File: config.mk
export PLATFORM = sky130hd
export DESIGN_NAME = block_motion_search
export DESIGN_NICKNAME = d
export VERILOG_FILES = /design/src/rtl/memc_pkg.sv /design/src/rtl/sad_accum.sv /design/src/rtl/block_motion_search.sv
export SDC_FILE = /design/constraint.sdc
export NUM_CORES = 1
export LEC_CHECK = 0
export CAP_MARGIN = 5
export CORE_UTILIZATION = 40
export DETAILED_ROUTE_END_ITERATION = 8
export GPL_TIMING_DRIVEN = 0
export PLACE_DENSITY = 0.68
export SYNTH_ARGS = -nofsm -noshare
export SYNTH_HDL_FRONTEND = slang
export SYNTH_SLANG_ARGS = --single-unit
File: constraint.sdc
create_clock -name clk -period 8.25 [get_ports clk]
set_clock_uncertainty 0.15 [all_clocks]
set_input_delay 1.65 -clock clk [delete_from_list [all_inputs] [get_ports clk]]
set_output_delay 1.65 -clock clk [all_outputs]
set_load 0.05 [all_outputs]
File: src/rtl/memc_pkg.sv
// Shared MEMC types and frame geometry.
// Used by the motion search FSM and its SAD datapath.
package memc_pkg;
  localparam int FRAME_W = 64;
  localparam int FRAME_H = 48;
  localparam int BLK     = 8;
  localparam int BLK_PIX = 64;
  localparam int SAD_W   = 14;

  typedef enum logic [2:0] {
    IDLE,
    REQ_CUR,
    RD_CUR,
    NEXT,
    REQ_REF,
    RD_REF,
    CMP,
    OUT
  } state_t;
endpackage

File: src/rtl/sad_accum.sv
// Absolute pixel difference folded into a running SAD.
// Clear wins over enable so a new candidate always starts at zero.
module sad_accum
  import memc_pkg::*;
(
  input  logic             clk,
  input  logic             rst_n,
  input  logic             clr,
  input  logic             en,
  input  logic [7:0]       a,
  input  logic [7:0]       b,
  output logic [SAD_W-1:0] sum
);
  logic [8:0] diff;
  logic [7:0] mag;

  // 9-bit subtract, then fold the sign into an 8-bit magnitude
  always_comb begin
    diff = {1'b0, a} - {1'b0, b};
    mag  = diff[8] ? (~diff[7:0] + 8'd1) : diff[7:0];
  end

  // running sum; 64 * 255 fits in 14 bits so no saturation
  always_ff @(posedge clk or negedge rst_n) begin
    if (!rst_n) begin
      sum <= '0;
    end else if (clr) begin
      sum <= '0;
    end else if (en) begin
      sum <= sum + {{(SAD_W-8){1'b0}}, mag};
    end
  end
endmodule

File: src/rtl/block_motion_search.sv
// Full-search 8x8 block matcher over a +/-SEARCH_R window.
// Fetches the current block once, then every in-frame candidate.
module block_motion_search
  import memc_pkg::*;
#(
  parameter int SEARCH_R = 2
) (
  input  logic        clk,
  input  logic        rst_n,
  input  logic        req_valid,
  output logic        req_ready,
  input  logic [5:0]  req_block_id,
  output logic        cur_frame,
  output logic [11:0] block_addr,
  output logic [7:0]  block_size,
  output logic        pixel_ready,
  input  logic        pixel_valid,
  input  logic [7:0]  pixel,
  output logic        mv_valid,
  input  logic        mv_ready,
  output logic [3:0]  mv_dx,
  output logic [3:0]  mv_dy,
  output logic [13:0] mv_sad
);
  localparam logic signed [3:0] R_POS = 4'(SEARCH_R);
  localparam logic signed [3:0] R_NEG = -R_POS;
  localparam logic [7:0] R_MAX = 8'(FRAME_H - BLK);
  localparam logic [7:0] C_MAX = 8'(FRAME_W - BLK);
  localparam logic [5:0] N_BLK =
    6'((FRAME_H / BLK) * (FRAME_W / BLK));

  state_t state, state_n;

  logic [5:0]        id_q;
  logic signed [3:0] dy_q, dx_q, dy_n, dx_n;
  logic [5:0]        pix_cnt;
  logic [7:0]        cbuf [BLK_PIX];

  logic [SAD_W-1:0]  best_sad, best_sad_n, acc;
  logic signed [3:0] best_dx, best_dy;
  logic signed [3:0] best_dx_n, best_dy_n;

  logic [7:0] org_r, org_c, cand_r, cand_c;
  logic in_frame, last_cand, wrap_dx;
  logic pix_in, cur_ph, acc_clr, acc_en;

  assign block_size = 8'h88;

  assign org_r  = {2'b00, id_q[5:3], 3'b000};
  assign org_c  = {2'b00, id_q[2:0], 3'b000};
  assign cand_r = org_r + {{4{dy_q[3]}}, dy_q};
  assign cand_c = org_c + {{4{dx_q[3]}}, dx_q};

  assign in_frame = !cand_r[7] && (cand_r <= R_MAX) &&
                    !cand_c[7] && (cand_c <= C_MAX);
  assign wrap_dx   = dx_q == R_POS;
  assign last_cand = wrap_dx && (dy_q == R_POS);

  assign cur_ph = (state == REQ_CUR) || (state == RD_CUR);
  assign pix_in = pixel_valid &&
    (state inside {REQ_CUR, RD_CUR, REQ_REF, RD_REF});

  sad_accum u_sad (
    .clk   (clk),
    .rst_n (rst_n),
    .clr   (acc_clr),
    .en    (acc_en),
    .a     (cbuf[pix_cnt]),
    .b     (pixel),
    .sum   (acc)
  );

  // next state, candidate stepping and best-match tracking
  always_comb begin
    state_n    = state;
    dy_n       = dy_q;
    dx_n       = dx_q;
    best_sad_n = best_sad;
    best_dx_n  = best_dx;
    best_dy_n  = best_dy;
    acc_clr    = 1'b0;
    acc_en     = 1'b0;
    unique case (state)
      IDLE: begin
        if (req_valid && req_ready) begin
          dy_n       = R_NEG;
          dx_n       = R_NEG;
          best_sad_n = '1;
          best_dx_n  = '0;
          best_dy_n  = '0;
          state_n    = (req_block_id < N_BLK) ? REQ_CUR : OUT;
        end
      end
      REQ_CUR: begin
        if (pixel_valid) state_n = RD_CUR;
      end
      RD_CUR: begin
        if (pixel_valid && pix_cnt == 6'd63) state_n = NEXT;
      end
      NEXT: begin
        if (in_frame) begin
          acc_clr = 1'b1;
          state_n = REQ_REF;
        end else if (last_cand) begin
          state_n = OUT;
        end else begin
          dx_n = wrap_dx ? R_NEG : dx_q + 4'sd1;
          dy_n = wrap_dx ? dy_q + 4'sd1 : dy_q;
        end
      end
      REQ_REF: begin
        acc_en = pixel_valid;
        if (pixel_valid) state_n = RD_REF;
      end
      RD_REF: begin
        acc_en = pixel_valid;
        if (pixel_valid && pix_cnt == 6'd63) state_n = CMP;
      end
      CMP: begin
        if (acc < best_sad) begin
          best_sad_n = acc;
          best_dx_n  = dx_q;
          best_dy_n  = dy_q;
        end
        if (last_cand) begin
          state_n = OUT;
        end else begin
          state_n = NEXT;
          dx_n = wrap_dx ? R_NEG : dx_q + 4'sd1;
          dy_n = wrap_dx ? dy_q + 4'sd1 : dy_q;
        end
      end
      OUT: begin
        if (mv_ready) state_n = IDLE;
      end
      default: state_n = IDLE;
    endcase
  end

  // FSM, candidate index and best-so-far registers
  always_ff @(posedge clk or negedge rst_n) begin
    if (!rst_n) begin
      state    <= IDLE;
      id_q     <= '0;
      dy_q     <= R_NEG;
      dx_q     <= R_NEG;
      best_sad <= '1;
      best_dx  <= '0;
      best_dy  <= '0;
    end else begin
      state    <= state_n;
      dy_q     <= dy_n;
      dx_q     <= dx_n;
      best_sad <= best_sad_n;
      best_dx  <= best_dx_n;
      best_dy  <= best_dy_n;
      if (state == IDLE && req_valid && req_ready)
        id_q <= req_block_id;
    end
  end

  // pixel index within the current 64-pixel burst
  always_ff @(posedge clk or negedge rst_n) begin
    if (!rst_n) begin
      pix_cnt <= '0;
    end else if (state == NEXT || state == IDLE) begin
      pix_cnt <= '0;
    end else if (pix_in) begin
      pix_cnt <= pix_cnt + 6'd1;
    end
  end

  // current-block buffer; contents are don't-care after reset
  always_ff @(posedge clk) begin
    if (pix_in && cur_ph) cbuf[pix_cnt] <= pixel;
  end

  // registered outputs, all decoded from the upcoming state
  always_ff @(posedge clk or negedge rst_n) begin
    if (!rst_n) begin
      req_ready   <= 1'b0;
      pixel_ready <= 1'b0;
      cur_frame   <= 1'b0;
      block_addr  <= '0;
      mv_valid    <= 1'b0;
      mv_dx       <= '0;
      mv_dy       <= '0;
      mv_sad      <= '0;
    end else begin
      req_ready   <= state_n == IDLE;
      pixel_ready <= (state_n == REQ_CUR) ||
                     (state_n == REQ_REF);
      mv_valid    <= state_n == OUT;
      if (state == IDLE && state_n == REQ_CUR) begin
        cur_frame  <= 1'b1;
        block_addr <= {req_block_id[5:3], 3'b000,
                       req_block_id[2:0], 3'b000};
      end
      if (state == NEXT && state_n == REQ_REF) begin
        cur_frame  <= 1'b0;
        block_addr <= {cand_r[5:0], cand_c[5:0]};
      end
      if (state_n == OUT && state != OUT) begin
        mv_dx  <= best_dx_n;
        mv_dy  <= best_dy_n;
        mv_sad <= best_sad_n;
      end
    end
  end
endmodule

==> impl_metrics.ini <==
[power_and_ir_drop]
power_mw = 10.6
p_leak_nw = 10.5
p_seq_share_pct = 35.3
vdd_ir_drop_max_v = 0.000240
p_per_area_nw_per_um2 = 357
pwr-share-comb_pct = 37.7
p_sw_share_pct = 36.8
clkPwrFrac_pct = 27.1
internal_power_mw = 6.72
switchingPower_mw = 3.92

[worst_setup_path]
crit_slowest_cell = nor4_1
path_max_fanout = 10
cpPeakStageDelay_ns = 0.63
start_kind = register
path_cells = buf_2, buf_2, buf_2, buf_2, buf_2, a21oi_1, a221oi_1, o22ai_1, nor4_1, ha_1, inv_1, fa_1, a211oi_1, o21ai_0, a21o_1, a21o_1, mux2_2, ha_1, a21o_1, a21oi_1, o21ai_0, a31oi_1, o21ai_0, a21oi_1
critPathCaptureType = register
r2r_cells = 24
crit_top_cell = buf_2
critical_path_class = register to register
arrival_ns = 8.22
cp.required_ns = 8.63

[clock_tree]
clk_latency_ns = 0.63
holdBufCountCts = 0
cts_tree = yes
h-tree-depth = 3
clkSinkCount = 609
postCtsSetupRepairBufs = 0
root_buffer = clkbuf_16
cts_resized = 0
cts_buffers = 66
clkSlewWorstSetupHoldPaths_ns = 0.06
cts.path.max_buffers = 3

[synth]
synth-seq-area-share_pct = 68.7
synth_area_per_cell_um2 = 15.3
synth-edff-count = 512
yosysWarnings = 0
ys_top_cells_by_area = edfxtp_1 59%, dfrtp_1 7.4%, mux4_2 3.8%
netlist_instances = 1695
synth_ff_type = edfxtp_1
async_flop_share_pct = 15.9
ys_seq_elements = 609
yosysUniqueCellTypes = 78
synth_top_area_cell = edfxtp_1
synth_area_um2 = 26000
synth_top_area_share_pct = 59.2

[timing]
worstMarginPinSlew_ns = 1.25
drv_slew = 0
fin_ws_ns = 0.410
setup_tns_ns = 0
finalCriticalPeriod_ns = 7.84
fmax_mhz = 128
hold_ws_ns = 0.340
finalSetupViolCount = 0
max_slew_margin_pct = 16.1
fin_crit_sh_pct = 95.0
rsz0062_at_grt = no
hold_viol_final = 0

[placement]
place_ws_ns = 0.179
hpwl_um = 49900
gp_congestion = 0.974
port_buffers = 55

[min_path]
whs_path_depth = 2
min_path_type = register to register

[global_route]
track_usage_pct = 22.9
grt_max_degree = 61
grt_first_pass_wirelength_um = 109000
antenna_found_initial = 0
grt_pass1_vias = 16078
overflow = 0

[detailed_routing]
drcViolationCount = 0
drt_wl_total_um = 75600
first_iter_violations = 2161
num_vias = 16220
drtPass1Iterations = 6
routed_via_density = 5.93
post_drt_wl_per_cell_um = 27.6
ant_nets = 0

[floorplan]
core_area_um2 = 64200
initial_core_util_pct = 40.4
ios = 65
fp.dieH_um = 257
rows = 93
die_w_um = 257
dieArea_um2 = 65900

[layout]
num_antenna_cells = 0
mostFrequentLayoutCells = 512 x edfxtp_1, 141 x nor2_1, 100 x nand2_1
drive_gt1_share_pct = 17.6
mostFrequentLayoutCell = edfxtp_1
nets = 1901
syn2layout_area_growth_pct = 14.9

[status]
status = completed

[run]
cap_violations = 0
## Yosys cell counts (all sizes together) (4+ instances only)
| library cell | number |
|---|---|
| and2 | 9 |
| dfrtp | 77 |
| nand3 | 17 |
| a22oi | 37 |
| xor2 | 11 |
| mux2i | 63 |
| or3 | 10 |
| nor2b | 15 |
| a31oi | 4 |
| dfstp | 20 |
| nor2 | 141 |
| o221a | 4 |
| o221ai | 6 |
| xnor2 | 17 |
| o2bb2ai | 7 |
| or4 | 6 |
| and3 | 12 |
| a21o | 9 |
| buf | 60 |
| a221oi | 55 |
| nand2 | 100 |
| o21a | 4 |
| nor3 | 8 |
| clkbuf | 40 |
| nor4 | 5 |
| a21oi | 45 |
| edfxtp | 512 |
| mux2 | 84 |
| or2 | 7 |
| a221o | 5 |
| a211oi | 6 |
| mux4 | 44 |
| a22o | 14 |
| o21ai | 50 |
| ha | 46 |
| inv | 47 |
| nand2b | 7 |
| o22ai | 35 |
| o211ai | 17 |
| fa | 4 |
## routing by layer
layer	vias up	part of all wire, %	track usage, %
li1	6841	-	-
met5	-	0	0
met1	8134	38	29.7
met3	206	12	7.33
met2	1039	46	35.9
met4	0	4.1	8.61
## cells by family after synthesis
group	count (synthesis)	synth area share, %
simple gates	352	6.35
fa+ha+maj	50	2.53
flops	609	68.7
other cells	2	0.0289
mux	191	10.1
xor+xnor	28	0.945
buf+inv	147	2.65
compound gates	316	8.71
## path summary, 6_finish.rpt
kind / from / end / slack (ns)
worst max-delay path: pix_cnt[2] / u_sad.sum[13] / 0.41
worst min-delay path: id_q[3] / id_q[3] / 0.34
worst max register to register: pix_cnt[2] / u_sad.sum[13] / 0.41
worst min register to register: id_q[3] / id_q[3] / 0.34
max in group asynchronous: rst_n / best_sad[2] / 6.32
min in group asynchronous: rst_n / id_q[4] / 0.88
## registers in the layout, summed over array words and instances, names as in the netlist, 6 cells and up
register	cells
id_q	6
pix_cnt	6
cbuf	512
block_addr	12
best_sad	14
mv_sad	14
u_sad.sum	14
## worst max-delay path: cells and delay by family (launching register included)
kind / cells / cell delay [ns]
flops: 1 / 0.46
fa+ha+maj: 3 / 0.96
buf+inv: 6 / 2.13
compound gates: 13 / 3.05
mux: 1 / 0.31
simple gates: 1 / 0.63
## through the flow
stage | util [%] | cells | cell area [um^2]
detailed placement | 43.2 | 2620 | 27700
global placement | 43.0 | 2611 | 27600
finish | 46.4 | 2734 | 29800
CTS | 46.4 | 2735 | 29800
global route | 46.4 | 2734 | 29800
floorplan | - | 1701 | 26000
## power by group through the flow
stage               logic [mW]  registers [mW]  clock network [mW]
floorplan                 2.43            4.02                   0
global placement          3.81            3.81                   0
CTS                       3.93            3.75                2.90
finish                    4.00            3.75                2.88
global route              4.27            3.78                3.02
detailed placement        3.91            3.81                   0
## cell type report
class	count	area [um^2]
Fill cell	5575	34400
Sequential cell	609	17800
Multi-Input combinational cell	945	7460
Clock buffer	82	1760
Tap cell	855	1070
Timing Repair Buffer	64	703
Buffer	99	508
Clock inverter	33	318
Inverter	47	176
Note: power is estimated with default switching activity, not from simulation.
